==> config.mk <==
export PLATFORM = sky130hd
export DESIGN_NAME = fetch_unit_flat
export DESIGN_NICKNAME = d
export VERILOG_FILES = /design/src/rtl/fetch_unit_if.sv /design/src/rtl/fetch_unit.sv /design/src/flat_wrapper.sv
export SDC_FILE = /design/constraint.sdc
export NUM_CORES = 1
export LEC_CHECK = 0
export ABC_CLOCK_PERIOD_IN_PS = 3100
export CAP_MARGIN = 25
export CORE_ASPECT_RATIO = 1.25
export CORE_MARGIN = 2
export CORE_UTILIZATION = 55
export DETAILED_ROUTE_END_ITERATION = 8
export GPL_TIMING_DRIVEN = 0
export HOLD_SLACK_MARGIN = 0.02
export PLACE_DENSITY_LB_ADDON = 0.2
export RECOVER_POWER = 100
export SYNTH_ARGS = -nofsm -noshare
export SYNTH_HDL_FRONTEND = slang
export SYNTH_SLANG_ARGS = --single-unit
export TNS_END_PERCENT = 30
==> constraint.sdc <==
create_clock -name clk -period 3.1 [get_ports clk]
set_input_delay 0.93 -clock clk [delete_from_list [all_inputs] [get_ports clk]]
set_output_delay 0.93 -clock clk [all_outputs]
set_load 0.005 [all_outputs]
==> src/rtl/fetch_unit_if.sv <==
// Fetch-stage bus: instruction-memory port, redirect control and the
// valid/ready handoff toward decode.
interface fetch_unit_if #(
  parameter int ADDR_W  = 4,
  parameter int INSTR_W = 16
);
  logic               fetch_en;
  logic               redirect;
  logic [ADDR_W-1:0]  redirect_pc;
  logic [ADDR_W-1:0]  imem_addr;
  logic [INSTR_W-1:0] imem_instr;
  logic               if_valid;
  logic [INSTR_W-1:0] if_instr;
  logic [ADDR_W-1:0]  if_pc;
  logic               id_ready;

  // Fetch unit side
  modport slave (
    input  fetch_en, redirect, redirect_pc, imem_instr, id_ready,
    output imem_addr, if_valid, if_instr, if_pc
  );

  // Pipeline control / memory / decode side
  modport master (
    output fetch_en, redirect, redirect_pc, imem_instr, id_ready,
    input  imem_addr, if_valid, if_instr, if_pc
  );
endinterface

==> src/rtl/fetch_unit.sv <==
// Instruction fetch stage: PC register driving a combinational instruction
// memory, feeding a 2-entry {pc, instr} queue toward decode. Redirect
// flushes the queue and reloads the PC.
module fetch_unit #(
  parameter int ADDR_W   = 4,
  parameter int INSTR_W  = 16,
  parameter int PC_STEP  = 4,
  parameter int RESET_PC = 0
) (
  input  logic         clk,
  input  logic         rst,
  fetch_unit_if.slave  bus
);

  typedef struct packed {
    logic [ADDR_W-1:0]  pc;
    logic [INSTR_W-1:0] instr;
  } entry_t;

  logic [ADDR_W-1:0] r_pc;
  logic [1:0]        r_count;
  entry_t            r_q0;    // head
  entry_t            r_q1;    // tail when two entries are held

  logic   w_valid;
  logic   w_pop;
  logic   w_push;
  entry_t w_new;

  assign w_valid = (r_count != 2'd0);
  assign w_pop   = w_valid && bus.id_ready;
  // A full queue can still accept when the head leaves this cycle.
  assign w_push  = bus.fetch_en && !bus.redirect && ((r_count != 2'd2) || w_pop);
  assign w_new   = {r_pc, bus.imem_instr};

  // PC and queue update; redirect overrides push and pop alike.
  always_ff @(posedge clk or posedge rst) begin
    if (rst) begin
      r_pc    <= ADDR_W'(RESET_PC);
      r_count <= 2'd0;
      r_q0    <= '0;
      r_q1    <= '0;
    end else if (bus.redirect) begin
      r_pc    <= bus.redirect_pc;
      r_count <= 2'd0;
      r_q0    <= '0;
      r_q1    <= '0;
    end else begin
      // PC wraps naturally at 2^ADDR_W by truncation.
      if (w_push) r_pc <= r_pc + ADDR_W'(PC_STEP);
      unique case ({w_push, w_pop})
        2'b10: begin
          if (r_count == 2'd0) r_q0 <= w_new;
          else                 r_q1 <= w_new;
          r_count <= r_count + 2'd1;
        end
        2'b01: begin
          r_q0    <= r_q1;
          r_q1    <= '0;
          r_count <= r_count - 2'd1;
        end
        2'b11: begin
          if (r_count == 2'd2) begin
            r_q0 <= r_q1;
            r_q1 <= w_new;
          end else begin
            r_q0 <= w_new;
          end
        end
        default: ;
      endcase
    end
  end

  // Memory address comes straight from the PC register, so id_ready never
  // reaches it combinationally.
  assign bus.imem_addr = r_pc;
  assign bus.if_valid  = w_valid;
  assign bus.if_instr  = w_valid ? r_q0.instr : '0;
  assign bus.if_pc     = w_valid ? r_q0.pc    : '0;

endmodule
==> src/flat_wrapper.sv <==
// flat-port wrapper written by rule: the top's interface ports become plain ports
module fetch_unit_flat 
#(
  parameter int ADDR_W   = 4,
  parameter int INSTR_W  = 16,
  parameter int PC_STEP  = 4,
  parameter int RESET_PC = 0
)
  (clk, rst, bus_fetch_en, bus_redirect, bus_redirect_pc, bus_imem_instr, bus_id_ready, bus_imem_addr, bus_if_valid, bus_if_instr, bus_if_pc);
  fetch_unit_if #(.ADDR_W(ADDR_W), .INSTR_W(INSTR_W)) bus_i ();
  input  logic clk;
  input  logic rst;
  input wire logic [$bits(bus_i.fetch_en)-1:0] bus_fetch_en;
  input wire logic [$bits(bus_i.redirect)-1:0] bus_redirect;
  input wire logic [$bits(bus_i.redirect_pc)-1:0] bus_redirect_pc;
  input wire logic [$bits(bus_i.imem_instr)-1:0] bus_imem_instr;
  input wire logic [$bits(bus_i.id_ready)-1:0] bus_id_ready;
  output wire logic [$bits(bus_i.imem_addr)-1:0] bus_imem_addr;
  output wire logic [$bits(bus_i.if_valid)-1:0] bus_if_valid;
  output wire logic [$bits(bus_i.if_instr)-1:0] bus_if_instr;
  output wire logic [$bits(bus_i.if_pc)-1:0] bus_if_pc;
  assign bus_i.fetch_en = bus_fetch_en;
  assign bus_i.redirect = bus_redirect;
  assign bus_i.redirect_pc = bus_redirect_pc;
  assign bus_i.imem_instr = bus_imem_instr;
  assign bus_i.id_ready = bus_id_ready;
  assign bus_imem_addr = bus_i.imem_addr;
  assign bus_if_valid = bus_i.if_valid;
  assign bus_if_instr = bus_i.if_instr;
  assign bus_if_pc = bus_i.if_pc;
  fetch_unit #(.ADDR_W(ADDR_W), .INSTR_W(INSTR_W), .PC_STEP(PC_STEP), .RESET_PC(RESET_PC)) u_core (.clk(clk), .rst(rst), .bus(bus_i));
endmodule
==> results.yml <==
setup_path:
  critPathKind: "flip-flop to output pin"
  timing.rr.start: "u_core.r_count[0]"
  path_max_fanout: 10
  arrival_ns: 2.03
  start_kind: "flip-flop"
  crit_start: "u_core.r_count[0]"
  endpoint_kind: "output pin"
  critPathRequiredTime_ns: 2.17
timing:
  finalMaxSlewViolations: 0
  fmax_mhz: 338.0
  hold_viol: 0
  fin_crit_sh: 0.9543
  skew_ns: 0.007342
  slew_headroom: 0.4711
  setup_tns_ns: 0
  rsz0062_at_grt: "false"
  min_period_ns: 2.958
  setup_violations: 0
  tightest_slew_ns: 0.7934
route:
  first_pass_iters: 4
  vias: 2631
  totalWireLength_um: 7871
  drc_errors: 0
  avgViaCountPerCell: 6.401
  avgRoutedWirePerCell_um: 19.15
  drt_iter0_drc: 320
  ant_nets: 0
grt:
  grt_overflow: 0
  grt_usage: 0.2935
  grt_pass1_wl_um: 12670
  first_global_vias: 2651
  grt_max_degree: 32
  antenna_found_initial: 0
floorplanning:
  die_h_um: 83.80
  dieArea_sq_mm: 0.005684
  start_util: 0.5595
  fp-row-count: 29
  die-width_um: 67.84
  num_io_pins: 50
  core-area_sq_mm: 0.005007
logic_synthesis:
  synth_top_area_frac: 0.4109
  synth_top_family_by_area: "compound AO/OA/AOI/OAI gates"
  ys_warn_count: 0
  synth_cell_types: 35
  synth_seq_area_share: 0.4109
  synth_xor_area_frac: 0.003126
  synth_mux_area_frac: 0.007146
  syn_area_sq_mm: 0.002801
  syn_nets: 320
  syn_area_per_cell_sq_um: 9.496
  synth_top_cells_by_area: "dfrtp_1 (41%), a22o_1 (6.6%), o2111ai_1 (5.9%), nand3b_1 (5.1%), and2_1 (4.5%)"
  synth-compound-area-share: 0.3189
  synthAdderAreaFrac: 0
  synth.largest_area_cell: "dfrtp_1"
  synth-seq-cells: 46
  yosys.area_share.simple: 0.1684
  syn_inst: 295
place:
  gp_congestion: 0.8964
  portBuffers: 46
  dp_hpwl_um: 5279
layout:
  finalNetCount: 374
  fin_util: 0.6822
  drive_above_1_share: 0.1089
  layout-area-overhead-vs-synth_pct: 21.93
  layout_common_cells: "dfrtp_1 (46), clkdlybuf4s50_1 (41), inv_1 (23), nand2_1 (22), a22o_1 (21)"
  fillers: 405
  n_antenna_cell: 0
  layout_commonest_cell: "dfrtp_1"
clock_tree:
  cts.sinks: 46
  cts.htree.levels: 2
  clkLatencyLatePin_ns: 0.31
  cts_buffers: 5
  clk_pin_slew_ns: 0.08
  cts_tree: "done"
  cts_max_path_buffers: 2
  root_buffer: "clkbuf_8"
pwr:
  finalPower_w: 0.001306
  p_leak_nw: 1.468
  p_per_area_mw_per_mm2: 382.5
  vdd_drop_max_v: 0.0002103
min_path:
  worstHoldStart: "u_core.r_q0[11]"
  hp-class: "flip-flop to flip-flop"
run_status:
  outcome: "finished, final reports clean"
job:
  cap_violations: 0
layout make-up:
type / count / area, sq um / area share
Buffer: 32 / 160.2 / 0.04689
Clock buffer: 5 / 68.82 / 0.02015
Clock inverter: 2 / 10.01 / 0.002930
Sequential cell: 46 / 1151 / 0.3370
Multi-Input combinational cell: 193 / 1393 / 0.4077
Tap cell: 62 / 77.57 / 0.02271
Timing Repair Buffer: 47 / 465.4 / 0.1363
Inverter: 24 / 90.09 / 0.02637
per-stage QoR:
step	hold slack, ns	instances	setup slack [ns]	instance area, sq um
3_3_place_gp	0.4709	403	0.1409	3339
5_1_grt	0.5153	411	0.03638	3416
2_1_floorplan	0.4577	295	1.056	2801
3_5_place_dp	0.4756	404	0.3209	3359
4_1_cts	0.4941	411	0.1377	3441
6_report	0.4896	411	0.1416	3416
synthesized netlist by cell type:
cell / number
nand3b_1: 19
o21a_4: 1
a2111oi_2: 1
mux2i_1: 2
a21oi_1: 17
or4_1: 2
a32o_1: 9
dfrtp_1: 46
buf_4: 4
o21a_1: 1
a211oi_1: 3
a21oi_4: 1
and3b_1: 1
o22ai_1: 17
clkbuf_1: 13
nor3b_1: 1
a22o_1: 21
a32o_2: 10
nor2b_1: 5
nor2_4: 1
o21ai_0: 5
nor3_1: 6
xor2_1: 1
a211oi_2: 1
o2111ai_1: 19
nand3_1: 2
and2_1: 20
a21o_1: 2
inv_1: 23
inv_2: 1
buf_2: 13
buf_6: 2
nand2_1: 22
a211oi_4: 1
nor2_1: 2
routing by layer:
layer  up-vias  part of all wire  GRT usage
met5         -                 0          0
met4         0             0.025     0.1527
met2       121              0.49     0.4545
li1       1214                 -          -
met3        20             0.068    0.03644
met1      1276              0.42     0.3956
report_power, final:
| group | internal [W] | leakage [nW] | total, W | switching [W] |
|---|---|---|---|---|
| combinational | 0.000128 | 0.801 | 0.000292 | 0.000164 |
| sequential | 0.000631 | 0.623 | 0.000655 | 0.0000243 |
| clock | 0.000152 | 0.0438 | 0.000359 | 0.000207 |
worst paths after layout:
check / end / slack, ns / depth (start not counted)
worst max-delay path: bus_if_instr[11] / 0.14 / 6
worst min-delay path: u_core.r_q0[11] / 0.49 / 1
worst max register to register: u_core.r_q1[5] / 1.30 / 5
worst min register to register: u_core.r_q0[11] / 0.49 / 1
max in group asynchronous: u_core.r_q0[15] / 0.77 / 3
min in group asynchronous: u_core.r_count[0] / 1.13 / 2
flip-flops by register name, indices dropped and copies added, names as in the netlist:
name / count
u_core.bus.imem_addr: 4
u_core.r_q1: 20
u_core.r_count: 2
u_core.r_q0: 20
cells by family after synthesis:
kind of cell	Yosys count
DFF	46
xor gates and xnor gates	1
muxes	2
and+or+nand+nor	81
AOI/OAI and AO/OA	109
buffers and inverters	56
critical path: stages (launching register included):
cell	delay, ns
dfrtp_1	0.41
buf_4	0.19
nor2_4	0.16
inv_2	0.10
clkbuf_2	0.21
and2_1	0.20
clkdlybuf4s50_1	0.44
what timing repair did:
| action | CTS | global route |
|---|---|---|
| setup endpoints to repair | 15 | 0 |
| resized for setup | 2 | 0 |
| setup buffers | 0 | 0 |
| hold buffers | 0 | 0 |
(Power assumes the default switching activity.)
